$ cat src/rtl/cardinal_pkg.sv
// Shared definitions for the cardinal NIC.
// Holds the packet width, packet field bit positions, the processor
// register select codes and the status word layout.
package cardinal_pkg;

    localparam int PACKET_SIZE = 64;

    // Packet field positions; the NIC never rewrites any of these
    localparam int VC_BIT   = 63;
    localparam int DIR_BIT  = 62;
    localparam int HOP_HI   = 55;
    localparam int HOP_LO   = 48;
    localparam int SRC_HI   = 47;
    localparam int SRC_LO   = 32;
    localparam int DATA_HI  = 31;
    localparam int DATA_LO  = 0;

    // Processor register select codes
    localparam logic [1:0] ADDR_IBUF    = 2'b00;
    localparam logic [1:0] ADDR_IBUF_ST = 2'b01;
    localparam logic [1:0] ADDR_OBUF    = 2'b10;
    localparam logic [1:0] ADDR_OBUF_ST = 2'b11;

    // Status word: flag in bit 0, optional counters above it
    localparam int CNT_W = 16;

    function automatic logic [PACKET_SIZE-1:0] status_word(
        input logic             flag,
        input logic [CNT_W-1:0] inj,
        input logic [CNT_W-1:0] ej
    );
        logic [PACKET_SIZE-1:0] w;
        w        = '0;
        w[0]     = flag;
        w[47:32] = inj;
        w[31:16] = ej;
        return w;
    endfunction

endpackage

$ cat src/rtl/cardinal_nic_buf.sv
// Single-entry packet register with a full flag.
// Ports: clk, reset (async active-high), load (capture d, set full),
// clear (drop full, keep contents), d, q (held packet), full.
// Load wins over clear; callers never assert both since load requires
// the buffer to be empty and clear requires it to be full.
module cardinal_nic_buf
    import cardinal_pkg::*;
#(
    parameter int W = PACKET_SIZE
) (
    input  logic         clk,
    input  logic         reset,
    input  logic         load,
    input  logic         clear,
    input  logic [W-1:0] d,
    output logic [W-1:0] q,
    output logic         full
);

    always_ff @(posedge clk or posedge reset) begin
        if (reset) begin
            q    <= '0;
            full <= 1'b0;
        end else if (load) begin
            q    <= d;
            full <= 1'b1;
        end else if (clear) begin
            full <= 1'b0;
        end
    end

endmodule

$ cat src/rtl/cardinal_nic.sv
// Cardinal network interface: one-packet OBUF toward the router PE input
// port and one-packet IBUF from the router PE output port, both accessed
// by the processor through a 2-bit register select.
// Ports:
//   clk, reset            clock, async active-high reset
//   addr, d_in, d_out     processor register select / write data / read data
//   nicEn, nicWrEn        processor access enable / write strobe
//   net_so, net_ro, net_do  injection handshake (send, ready, data)
//   net_si, net_ri, net_di  ejection handshake (send, ready, data)
//   net_polarity          ring phase; a packet leaves only when its VC
//                         bit differs from the current phase
// Optional feature macro CARDINAL_NIC_STATS_EN adds 16-bit wrapping
// injection/ejection counters reported in the status reads.
module cardinal_nic
    import cardinal_pkg::*;
(
    input  logic                   clk,
    input  logic                   reset,
    input  logic [1:0]             addr,
    input  logic [PACKET_SIZE-1:0] d_in,
    output logic [PACKET_SIZE-1:0] d_out,
    input  logic                   nicEn,
    input  logic                   nicWrEn,
    output logic                   net_so,
    input  logic                   net_ro,
    output logic [PACKET_SIZE-1:0] net_do,
    input  logic                   net_si,
    output logic                   net_ri,
    input  logic [PACKET_SIZE-1:0] net_di,
    input  logic                   net_polarity
);

    logic [PACKET_SIZE-1:0] obuf_q, ibuf_q;
    logic                   obuf_full, ibuf_full;
    logic                   obuf_load, ibuf_load, ibuf_clear;
    logic                   rd_en, inject, eject;
    logic [CNT_W-1:0]       inj_val, ej_val;

    assign rd_en  = nicEn & ~nicWrEn;

    // reset gating keeps the handshakes quiet for the whole reset window
    assign net_so = obuf_full & net_ro & (net_polarity != obuf_q[VC_BIT]) & ~reset;
    assign net_ri = ~ibuf_full & ~reset;
    assign net_do = obuf_q;

    assign inject = net_so;
    assign eject  = net_si & net_ri;

    // write is judged against the registered flag, so a write in the
    // injection cycle is dropped and refill waits one cycle
    assign obuf_load  = nicEn & nicWrEn & (addr == ADDR_OBUF) & ~obuf_full;
    assign ibuf_load  = eject;
    assign ibuf_clear = rd_en & (addr == ADDR_IBUF) & ibuf_full;

    cardinal_nic_buf u_obuf (
        .clk   (clk),
        .reset (reset),
        .load  (obuf_load),
        .clear (inject),
        .d     (d_in),
        .q     (obuf_q),
        .full  (obuf_full)
    );

    cardinal_nic_buf u_ibuf (
        .clk   (clk),
        .reset (reset),
        .load  (ibuf_load),
        .clear (ibuf_clear),
        .d     (net_di),
        .q     (ibuf_q),
        .full  (ibuf_full)
    );

`ifdef CARDINAL_NIC_STATS_EN
    logic [CNT_W-1:0] inj_cnt, ej_cnt;

    always_ff @(posedge clk or posedge reset) begin
        if (reset) begin
            inj_cnt <= '0;
            ej_cnt  <= '0;
        end else begin
            if (inject) inj_cnt <= inj_cnt + 1'b1;
            if (eject)  ej_cnt  <= ej_cnt + 1'b1;
        end
    end

    assign inj_val = inj_cnt;
    assign ej_val  = ej_cnt;
`else
    assign inj_val = '0;
    assign ej_val  = '0;
`endif

    always_ff @(posedge clk or posedge reset) begin
        if (reset) begin
            d_out <= '0;
        end else if (rd_en) begin
            case (addr)
                ADDR_IBUF:    d_out <= ibuf_q;
                ADDR_IBUF_ST: d_out <= status_word(ibuf_full, inj_val, ej_val);
                ADDR_OBUF_ST: d_out <= status_word(obuf_full, inj_val, ej_val);
                default:      d_out <= '0;
            endcase
        end
    end

endmodule
$ cat config.mk
export PLATFORM = sky130hd
export DESIGN_NAME = cardinal_nic
export DESIGN_NICKNAME = d
export VERILOG_FILES = /design/src/rtl/cardinal_pkg.sv /design/src/rtl/cardinal_nic_buf.sv /design/src/rtl/cardinal_nic.sv
export SDC_FILE = /design/constraint.sdc
export NUM_CORES = 1
export LEC_CHECK = 0
export BUFFER_PORTS_ARGS = -buffer_cell sky130_fd_sc_hd__clkbuf_2
export CAP_MARGIN = 20
export CORE_ASPECT_RATIO = 0.9
export CORE_UTILIZATION = 35
export CTS_BUF_LIST = sky130_fd_sc_hd__clkbuf_16
export DETAILED_ROUTE_END_ITERATION = 6
export SLEW_MARGIN = 10
export SYNTH_ARGS = -nofsm -noshare
export SYNTH_HDL_FRONTEND = slang
export SYNTH_SLANG_ARGS = --single-unit
$ cat constraint.sdc
create_clock -name clk -period 5.1 [get_ports clk]
set_clock_uncertainty 0.1 [all_clocks]
set_input_delay 0 -clock clk [delete_from_list [all_inputs] [get_ports clk]]
set_output_delay 0 -clock clk [all_outputs]
set_load 0.01 [all_outputs]
==> results by group, run 1 <==
Placement
  – Placed Area: 0.00896 mm2
  – Inst Count DP: 960
  – Placer congestion estimate: 0.737
  – IO buf count: 266
  – HPWL after detailed placement: 11100 um

Run
  – Max_cap viols: 0

CTS
  – # H-tree levels: 4
  – Clock Latency Late Sink: 0.41 ns
  – Post-CTS resize count: 0
  – Clk slew on worst S/H paths: 0.08 ns
  – Cts hold-fix bufs: 134
  – Max Root-Sink Buffers: 2
  – Clk sinks: 194
  – Setup bufs post-CTS: 0
  – Number of buffers created by CTS: 17
  – CTS tree: done
  – Clock Tree Root: clkbuf_16

Drt
  – ANT nets after route: 0
  – DR DRC count: 0
  – Iteration-0 DRC Markers: 221
  – Drt first pass iters: 4
  – DR vias: 5213
  – Routed len/inst: 16.1 um
  – Drt total wl: 18100 um
  – Vias per cell: 4.62

Outcome
  – Status: completed

Worst setup path
  – Highest-delay cell along the critical path: nor2_8
  – Worst Path Required: 5.30 ns
  – Cell family with most CP delay: simple AND/OR/NAND/NOR gates
  – Crit path capture type: flop
  – WP data arrival: 2.67 ns
  – Crit path kind: flop to flop
  – Critical Path Start Type: flop
  – Crit-path cells: nand4b_4 -> nor2_8 -> buf_4 -> mux2_4
  – CP max FO: 36
  – Crit-path max cell delay: 0.66 ns
  – Crit path buf inv count: 1

STA
  – Crit path time final: 2.47 ns
  – RSZ-0062 raised after global routing: no
  – Fin. Hold Viols: 0
  – Final setup viols: 0
  – Slew of the pin with the lowest slew margin: 0.936 ns
  – Max frequency: 405 MHz
  – Final cycle utilization of the critical path: 0.484
  – Slew margin rel.: 0.376
  – Sum Neg Setup Slack: 0 ns
  – Slew Viols, Final: 0

Synthesis
  – Ys Warns: 0
  – Synth Cell Area: 0.00746 mm2
  – Simple-gate area share of the yosys netlist: 0.0119
  – Largest family of logic cells by synthesized area: multiplexers
  – Post-Synth XOR/XNOR Area: 0.00117
  – Compound-Gate Fraction of Synth Area: 0.0777
  – Syn nets: 567
  – Synth cell types: 22
  – Adder-Cell Fraction of Synth Area: 0
  – Number of synthesized register bits: 194
  – Post-synthesis mux area share: 0.225
  – Syn Area/Cell: 17.3 um2
  – Syn Inst Count: 430
  – Sequential cell area fraction in the yosys report: 0.651

Die
  – Die area: 0.0219 mm2
  – Die X: 156 um
  – Die Y: 140 um
  – Ports: 267
  – Row cnt: 50
  – Core Region: 0.0208 mm2
  – Starting Density: 0.358

Pwr
  – VDD IR max: 0.217 mV
  – Post-layout power: 5320 uW
  – Pwr/cell area: 487 mW/mm2
  – LEAKAGE: 0.00538 uW

Global routing
  – Vias in the first global route: 5681
  – Initial antenna violation count: 0
  – Global Route Usage Sum: 0.170
  – Global-route wire length before repair: 29200 um
  – Largest net degree at the start of global routing: 150
  – Gr ovfl total: 0

Final layout
  – ANT cells: 0
  – P&R area growth vs syn: 46.4%
  – Nets: 966
  – Layout cell share with drive strength beyond 1: 0.519
  – Final instance area: 0.0109 mm2
  – Commonest non-fill, non-tap cell in the layout: clkbuf_2
  – Non-Filler Instances: 1128
  – Most frequent cells in the layout: clkbuf_2, dfrtp_1, dlygate4sd3_1

Hold path
  – Hold Crit Class: input port to flop
## layer usage
| layer | part of all wire | up-vias | track usage |
|---|---|---|---|
| met5 | 0 | - | 0 |
| met4 | 0.016 | 0 | 0.0578 |
| met3 | 0.041 | 19 | 0.0381 |
| met2 | 0.51 | 138 | 0.292 |
| met1 | 0.44 | 2695 | 0.210 |
| li1 | - | 2361 | - |
## stage by stage
stage | util | hold slack [ns] | setup WS, ns
6_report | 0.524 | 0.146 | 2.63
5_1_grt | 0.524 | 0.144 | 2.56
4_1_cts | 0.522 | 0.128 | 2.63
3_3_place_gp | 0.430 | 0.133 | 2.73
3_5_place_dp | 0.430 | 0.135 | 2.64
2_1_floorplan | - | -0.0525 | 2.50
## sequential cells by signal, indices dropped and copies added, names as in the netlist
register / flops
u_ibuf.q: 64
d_out: 64
u_obuf.q: 64
u_obuf.full: 1
u_ibuf.full: 1
## Yosys cell counts
library cell	count	area share
clkbuf_1	1	0.00050
and2_1	1	0.00084
buf_2	14	0.0094
nor2_8	1	0.0027
buf_12	6	0.016
nand2b_1	1	0.00084
mux2_4	60	0.12
nand2_1	1	0.00050
xnor2_1	1	0.0012
o22ai_1	1	0.00084
o21bai_1	1	0.0010
nor2_1	2	0.0010
a22o_1	63	0.074
a221oi_1	1	0.0012
nor3_4	1	0.0022
buf_4	5	0.0050
dfrtp_1	194	0.65
mux2_2	69	0.10
a21oi_1	1	0.00067
nand4b_4	1	0.0032
inv_1	4	0.0020
nor3_1	1	0.00067
## layout make-up
class	count	area [um2]
well taps	286	358
inverters	4	18.8
clock inverters	15	153
repair buffers	406	2750
flip-flops and latches	194	4850
fillers	1754	9920
multi-input cells	206	2360
clock buffers	17	425
## power by group
| group | leakage, uW | total [uW] | switching, uW | internal (uW) |
|---|---|---|---|---|
| Clock | 0.000272 | 1310 | 619 | 689 |
| Combinational | 0.00269 | 1530 | 605 | 926 |
| Sequential | 0.00242 | 2480 | 339 | 2140 |
| Total | 0.00538 | 5320 | 1560 | 3750 |
## final timing paths
check	cells past startpoint	slack, ns	endpoint	startpoint
max	4	2.63	u_obuf.q[46]	u_obuf.full
max reg2reg	4	2.63	u_obuf.q[46]	u_obuf.full
min reg2reg	1	0.39	d_out[33]	u_ibuf.q[33]
min	4	0.15	u_obuf.q[27]	nicEn
min in group asynchronous	4	0.54	u_obuf.q[23]	reset
max in group asynchronous	5	3.25	u_ibuf.q[63]	reset
## tightest hold or removal path, cell delays in order
cell	delay [ns]
clkbuf_2	0.12
nand4b_4	0.14
nor2_8	0.14
mux2_4	0.23
## cells by family after synthesis
family / Yosys count
flip-flops: 194
multiplexers: 129
AO/OA/AOI/OAI: 67
buffers and inverters: 30
AND/OR/NAND/NOR: 9
XOR/XNOR: 1
Note: power is estimated with default switching activity, not from simulation.
==> run 2, diff against run 1 <==
==> constraint.sdc (replaced) <==
create_clock -name clk -period 2.05 [get_ports clk]
set_clock_uncertainty 0.1 [all_clocks]
set_input_delay 0 -clock clk [delete_from_list [all_inputs] [get_ports clk]]
set_output_delay 0 -clock clk [all_outputs]
set_load 0.01 [all_outputs]
==> results by group, run 2 (synthesis gave the netlist of run 1 again) <==
Outcome
  – Status: completed

Drt
  – Vias per cell: 4.61 (-0.21%)
  – Drt first pass iters: 4 (unchanged)
  – ANT nets after route: 0 (unchanged)
  – Routed len/inst: 16.2 um (+0.85%)
  – DR DRC count: 0 (unchanged)
  – DR vias: 5239 (+0.50%)
  – Iteration-0 DRC Markers: 190 (-14%)
  – Drt total wl: 18400 um (+1.6%)

Worst setup path
  – WP data arrival: 2.15 ns (-0.52 ns)
  – Cell family with most CP delay: buffers and inverters
  – Worst r2r dst: u_obuf.q[13]
  – Crit-path cells: nand4b_4 -> nor2_8 -> mux2_4 -> dlygate4sd3_1
  – Worst Path Required: 2.26 ns (-3.04 ns)
  – CP max FO: 8 (-78%)
  – Crit path kind: flop to flop
  – Critical Path Start Type: flop
  – Reg2Reg Setup Slack: 0.11 ns (-2.52 ns)
  – Crit path buf inv count: 1 (unchanged)
  – Crit path capture type: flop
  – Crit-path max cell delay: 0.56 ns (-0.10 ns)
  – R2r startpoint: u_obuf.full
  – Highest-delay cell along the critical path: dlygate4sd3_1
  – FF-to-FF path depth: 4 (unchanged)

CTS
  – Clock Latency Late Sink: 0.43 ns (+0.02 ns)
  – Clock Tree Root: clkbuf_16
  – # H-tree levels: 4 (unchanged)
  – Clk sinks: 194 (unchanged)
  – Clk slew on worst S/H paths: 0.07 ns (about the same)
  – Post-CTS resize count: 0 (unchanged)
  – CTS tree: done
  – Number of buffers created by CTS: 17 (unchanged)
  – Max Root-Sink Buffers: 2 (unchanged)
  – Cts hold-fix bufs: 140 (+4.5%)
  – Setup bufs post-CTS: 0 (unchanged)

Placement
  – Placer congestion estimate: 0.731 (-0.81%)
  – Placed Area: 0.00906 mm2 (+1.0%)
  – Inst Count DP: 964 (+0.42%)
  – HPWL after detailed placement: 11200 um (+0.31%)
  – IO buf count: 266 (unchanged)
  – Pre-CTS setup slack: 0.349 ns (-2.29 ns)

STA
  – Final setup viols: 0 (unchanged)
  – Final WS setup: 0.107 ns (-2.52 ns)
  – Max frequency: 515 MHz (+27%)
  – Crit path time final: 1.94 ns (-0.528 ns)
  – Slew margin rel.: 0.600 (+0.224)
  – RSZ-0062 raised after global routing: no
  – Slew Viols, Final: 0 (unchanged)
  – Sum Neg Setup Slack: 0 ns (unchanged)
  – Slew of the pin with the lowest slew margin: 0.600 ns (-0.336 ns)
  – Fin. Hold Viols: 0 (unchanged)
  – Final cycle utilization of the critical path: 0.948 (+0.463)

Global routing
  – Largest net degree at the start of global routing: 109 (-27%)
  – Vias in the first global route: 5691 (+0.18%)
  – Initial antenna violation count: 0 (unchanged)
  – Gr ovfl total: 0 (unchanged)
  – Global-route wire length before repair: 29400 um (+0.57%)
  – Global Route Usage Sum: 0.173 (+0.00293)

Final layout
  – ANT cells: 0 (unchanged)
  – P&R area growth vs syn: 48.3%
  – Biggest registers after layout: d_out: 64 flops, u_ibuf.q: 64 flops, u_obuf.q: 64 flops
  – Nets: 974 (+0.83%)
  – Most frequent cells in the layout: clkbuf_2, dfrtp_1, dlygate4sd3_1
  – Commonest non-fill, non-tap cell in the layout: clkbuf_2
  – Layout cell share with drive strength beyond 1: 0.518 (-0.00136)
  – Final instance area: 0.0111 mm2 (+1.3%)
  – Non-Filler Instances: 1136 (+0.71%)

Pwr
  – Post-layout power: 13500 uW (+150%)
  – LEAKAGE: 0.00545 uW (+1.3%)
  – VDD IR max: 0.552 mV (+150%)
  – Pwr/cell area: 1220 mW/mm2 (+150%)

Die
  – Row cnt: 50 (unchanged)
  – Starting Density: 0.358 (unchanged)
  – Die Y: 140 um (unchanged)
  – Die X: 156 um (unchanged)
  – Core Region: 0.0208 mm2 (unchanged)
  – Ports: 267 (unchanged)
  – Die area: 0.0219 mm2 (unchanged)

Hold path
  – Hold path depth: 4 (unchanged)
  – Worst hold start: nicEn
  – Hold Crit Class: input port to flop
  – Hold Path End: u_obuf.q[60]

Run
  – Max_cap viols: 0 (unchanged)
[run 2: cell count changes in the layout (fill, tap and decap cells not counted)]
cell,change
buf_12,+4
clkinvlp_4,-3
inv_1,-1
clkinv_1,+1
clkinv_4,+1
buf_4,-1
bufinv_16,+1
clkinv_8,-1
dlygate4sd3_1,+5
inv_6,+2
[run 2: how the worst max path moves through the flow]
stage / slack, ns / from / depth (start not counted) / to
floorplan: -0.55 / reset / 1 / d_out[0]
global placement: 0.38 / u_obuf.full / 4 / u_obuf.q[47]
detailed placement: 0.35 / u_obuf.full / 4 / u_obuf.q[29]
CTS: 0.10 / u_obuf.full / 4 / u_obuf.q[11]
global route: 0.05 / u_obuf.full / 4 / u_obuf.q[21]
finish: 0.11 / u_obuf.full / 4 / u_obuf.q[13]
[run 2: per-layer routing]
metal	wire length, um	up-vias	global-route usage	part of all wire
li1	-	2384	-	-
met1	7720	2665	0.207	0.42
met2	9460	155	0.299	0.51
met3	800	35	0.0390	0.043
met4	417	0	0.0697	0.023
met5	0	-	0	0
[run 2: cell type report]
cell class                 instances  area (um2)
clock inverter                    15         170
clock buffer                      17         425
sequential                       194        4850
inverter                           4        18.8
tap                              286         358
multi-input combinational        206        2360
fill                            1739        9780
timing repair buffer             414        2870
[run 2: where the power goes]
group / internal, uW / total [uW] / switching, uW
Combinational: 2370 / 3890 / 1520
Sequential: 5320 / 6180 / 860
Clock: 1840 / 3390 / 1550
[run 2: through the flow]
| stage | utilization | hold slack (ns) |
|---|---|---|
| global route | 0.531 | 0.0400 |
| detailed placement | 0.435 | 0.135 |
| CTS | 0.531 | 0.0192 |
| finish | 0.531 | 0.0385 |
| floorplan | - | -0.0525 |
| global placement | 0.435 | 0.120 |
[run 2: worst min-delay path, delay by kind of cell]
| family | cells | cell delay (ns) |
|---|---|---|
| buf+inv | 1 | 0.12 |
| mux | 1 | 0.22 |
| simple gates | 2 | 0.20 |
==> run 3, diff against run 2 <==
--- a/config.mk
+++ b/config.mk
@@ -8,9 +8,11 @@
 export BUFFER_PORTS_ARGS = -buffer_cell sky130_fd_sc_hd__clkbuf_2
 export CAP_MARGIN = 20
 export CORE_ASPECT_RATIO = 0.9
-export CORE_UTILIZATION = 35
+export CORE_UTILIZATION = 45
 export CTS_BUF_LIST = sky130_fd_sc_hd__clkbuf_16
 export DETAILED_ROUTE_END_ITERATION = 6
+export PLACE_DENSITY = 0.76
+export RECOVER_POWER = 25
 export SLEW_MARGIN = 10
 export SYNTH_ARGS = -nofsm -noshare
 export SYNTH_HDL_FRONTEND = slang
==> results by group, run 3 (synthesis gave the netlist of run 1 again) <==
Outcome
  – Status: completed

Pwr
  – Internal Power: 9170 uW (-3.7%)
  – Sw Pwr: 3950 uW (+0.46%)
  – VDD IR max: 0.792 mV (+44%)
  – Pwr/cell area: 1220 mW/mm2 (+0.26%)
  – Clk network pwr share: 0.247 (-0.005)
  – Comb pwr share: 0.278 (-0.011)
  – LEAKAGE: 0.00509 uW (-6.7%)
  – Sw Share: 0.301 (+0.00890)
  – Seq pwr share: 0.475 (+0.016)

STA
  – RSZ-0062 raised after global routing: no
  – Final setup viols: 0 (unchanged)
  – Final cycle utilization of the critical path: 0.870 (-0.0775)
  – Sum Neg Setup Slack: 0 ns (unchanged)
  – Slew of the pin with the lowest slew margin: 1.09 ns (+0.487 ns)
  – Slew margin rel.: 0.271 (-0.329)
  – Slew Viols, Final: 0 (unchanged)
  – Max frequency: 561 MHz (+8.9%)
  – Crit path time final: 1.78 ns (-0.159 ns)
  – Fin. Hold Viols: 0 (unchanged)
  – Final WS setup: 0.266 ns (+0.159 ns)

Drt
  – Highest metal used: met4
  – DR vias: 5308 (+1.3%)
  – Drt total wl: 19200 um (+4.1%)
  – Met2 WL post-DR: 9960 um (+5.3%)
  – Iteration-0 DRC Markers: 179 (-5.8%)
  – ANT nets after route: 0 (unchanged)
  – Vias per cell: 5.02 (+8.9%)
  – Routed len/inst: 18.1 um (+12%)
  – DR WL met3: 1180 um (+48%)
  – Drt first pass iters: 4 (unchanged)
  – DR DRC count: 0 (unchanged)
  – Met1 Wirelength: 7540 um (-2.3%)

Final layout
  – Most frequent cells in the layout: dfrtp_1, clkbuf_2, dlygate4sd3_1
  – Final core utilization: 0.664 (+0.133)
  – ANT cells: 0 (unchanged)
  – Nets: 974 (unchanged)
  – Layout cell share with drive strength beyond 1: 0.398 (-0.120)
  – P&R area growth vs syn: 44.2%
  – Biggest registers after layout: d_out: 64 flops, u_ibuf.q: 64 flops, u_obuf.q: 64 flops
  – Commonest non-fill, non-tap cell in the layout: dfrtp_1

CTS
  – CTS tree: done
  – Max Root-Sink Buffers: 2 (unchanged)
  – Setup bufs post-CTS: 0 (unchanged)
  – Clock Tree Root: clkbuf_16
  – Cts hold-fix bufs: 132 (-5.7%)
  – Clk sinks: 194 (unchanged)
  – Clock Latency Late Sink: 0.43 ns (about the same)
  – Post-CTS resize count: 0 (unchanged)
  – Clk slew on worst S/H paths: 0.07 ns (about the same)
  – # H-tree levels: 4 (unchanged)
  – Number of buffers created by CTS: 17 (unchanged)

Global routing
  – Global-route wire length before repair: 29300 um (-0.33%)
  – Gr ovfl total: 0 (unchanged)
  – Initial antenna violation count: 0 (unchanged)
  – Largest net degree at the start of global routing: 80 (-27%)
  – Global Route Usage Sum: 0.229 (+0.0559)
  – Vias in the first global route: 5707 (+0.28%)

Placement
  – IO buf count: 266 (unchanged)
  – HPWL after detailed placement: 11300 um (+1.2%)
  – Pre-CTS setup slack: 0.280 ns (-0.0684 ns)
  – Placer congestion estimate: 0.823 (+13%)

Worst setup path
  – Reg2Reg Setup Slack: 0.27 ns (+0.16 ns)
  – Crit-path max cell delay: 0.41 ns (-0.15 ns)
  – Highest-delay cell along the critical path: dfrtp_1
  – Worst Path Required: 2.26 ns (about the same)
  – Crit path capture type: flop
  – WP data arrival: 1.99 ns (-0.16 ns)
  – Crit-path cells: nand4b_4 -> nor2_8 -> buf_12 -> mux2_4
  – CP max FO: 22 (+14)
  – Crit path kind: flop to flop
  – Critical Path Start Type: flop

Hold path
  – Hold Crit Class: input port to flop

Die
  – Die Y: 124 um (-12%)
  – Row cnt: 44 (-12%)
  – Die X: 138 um (-12%)
  – Ports: 267 (unchanged)
  – Starting Density: 0.461 (+0.103)
  – Die area: 0.0171 mm2 (-22%)
  – Core Region: 0.0162 mm2 (-22%)

Run
  – Max_cap viols: 0 (unchanged)
==> run 3: cell types whose count changed in the layout (fill, tap and decap cells not counted), sizes merged <==
cell,change
buf,+8
bufinv,-1
clkinvlp,+1
dlygate4sd3,-8
==> run 3: path summary, 6_finish.rpt <==
path	startpoint	endpoint	cells past startpoint
min	nicWrEn	u_obuf.q[3]	4
max	u_obuf.full	u_obuf.q[27]	4
max in group asynchronous	reset	d_out[63]	4
min reg2reg	u_ibuf.q[12]	d_out[12]	1
max reg2reg	u_obuf.full	u_obuf.q[27]	4
min in group asynchronous	reset	u_obuf.q[3]	3
==> run 3: layout make-up <==
| cell class | instances | area (um2) |
|---|---|---|
| clock buffer | 17 | 425 |
| clock inverter | 15 | 150 |
| fill | 1167 | 5440 |
| inverter | 4 | 16.3 |
| multi-input combinational | 206 | 2360 |
| sequential | 194 | 4850 |
| tap | 207 | 259 |
| timing repair buffer | 414 | 2690 |
==> run 3: power by group through the flow <==
stage / sequential, uW / clock [uW] / combinational (uW)
2_1_floorplan: 6450 / 0 / 1910
3_3_place_gp: 6140 / 0 / 3460
3_5_place_dp: 6240 / 0 / 3590
4_1_cts: 6190 / 3300 / 3810
5_1_grt: 6420 / 3470 / 3950
6_report: 6230 / 3240 / 3650
==> run 3: per-stage QoR <==
stage / instances / area (um2) / hold WS [ns] / total power (uW)
CTS: 1057 / 10900 / 0.0135 / 13300
finish: 1057 / 10700 / 0.0319 / 13100
detailed placement: 893 / 8990 / -0.0108 / 9830
floorplan: 430 / 7460 / -0.0525 / 8360
global placement: 893 / 8990 / -0.0258 / 9600
global route: 1057 / 10700 / 0.0259 / 13800
==> run 3: layer usage <==
metal / up-vias / track usage
li1: 2379 / -
met1: 2696 / 0.261
met2: 196 / 0.401
met3: 37 / 0.0582
met4: 0 / 0.106
met5: - / 0
==> run 3: worst max-delay path: cells and delay by family (launching register included) <==
kind / cells / cell delay (ns)
simple gates: 2 / 0.55
flops: 1 / 0.41
mux: 1 / 0.33
buf+inv: 1 / 0.26
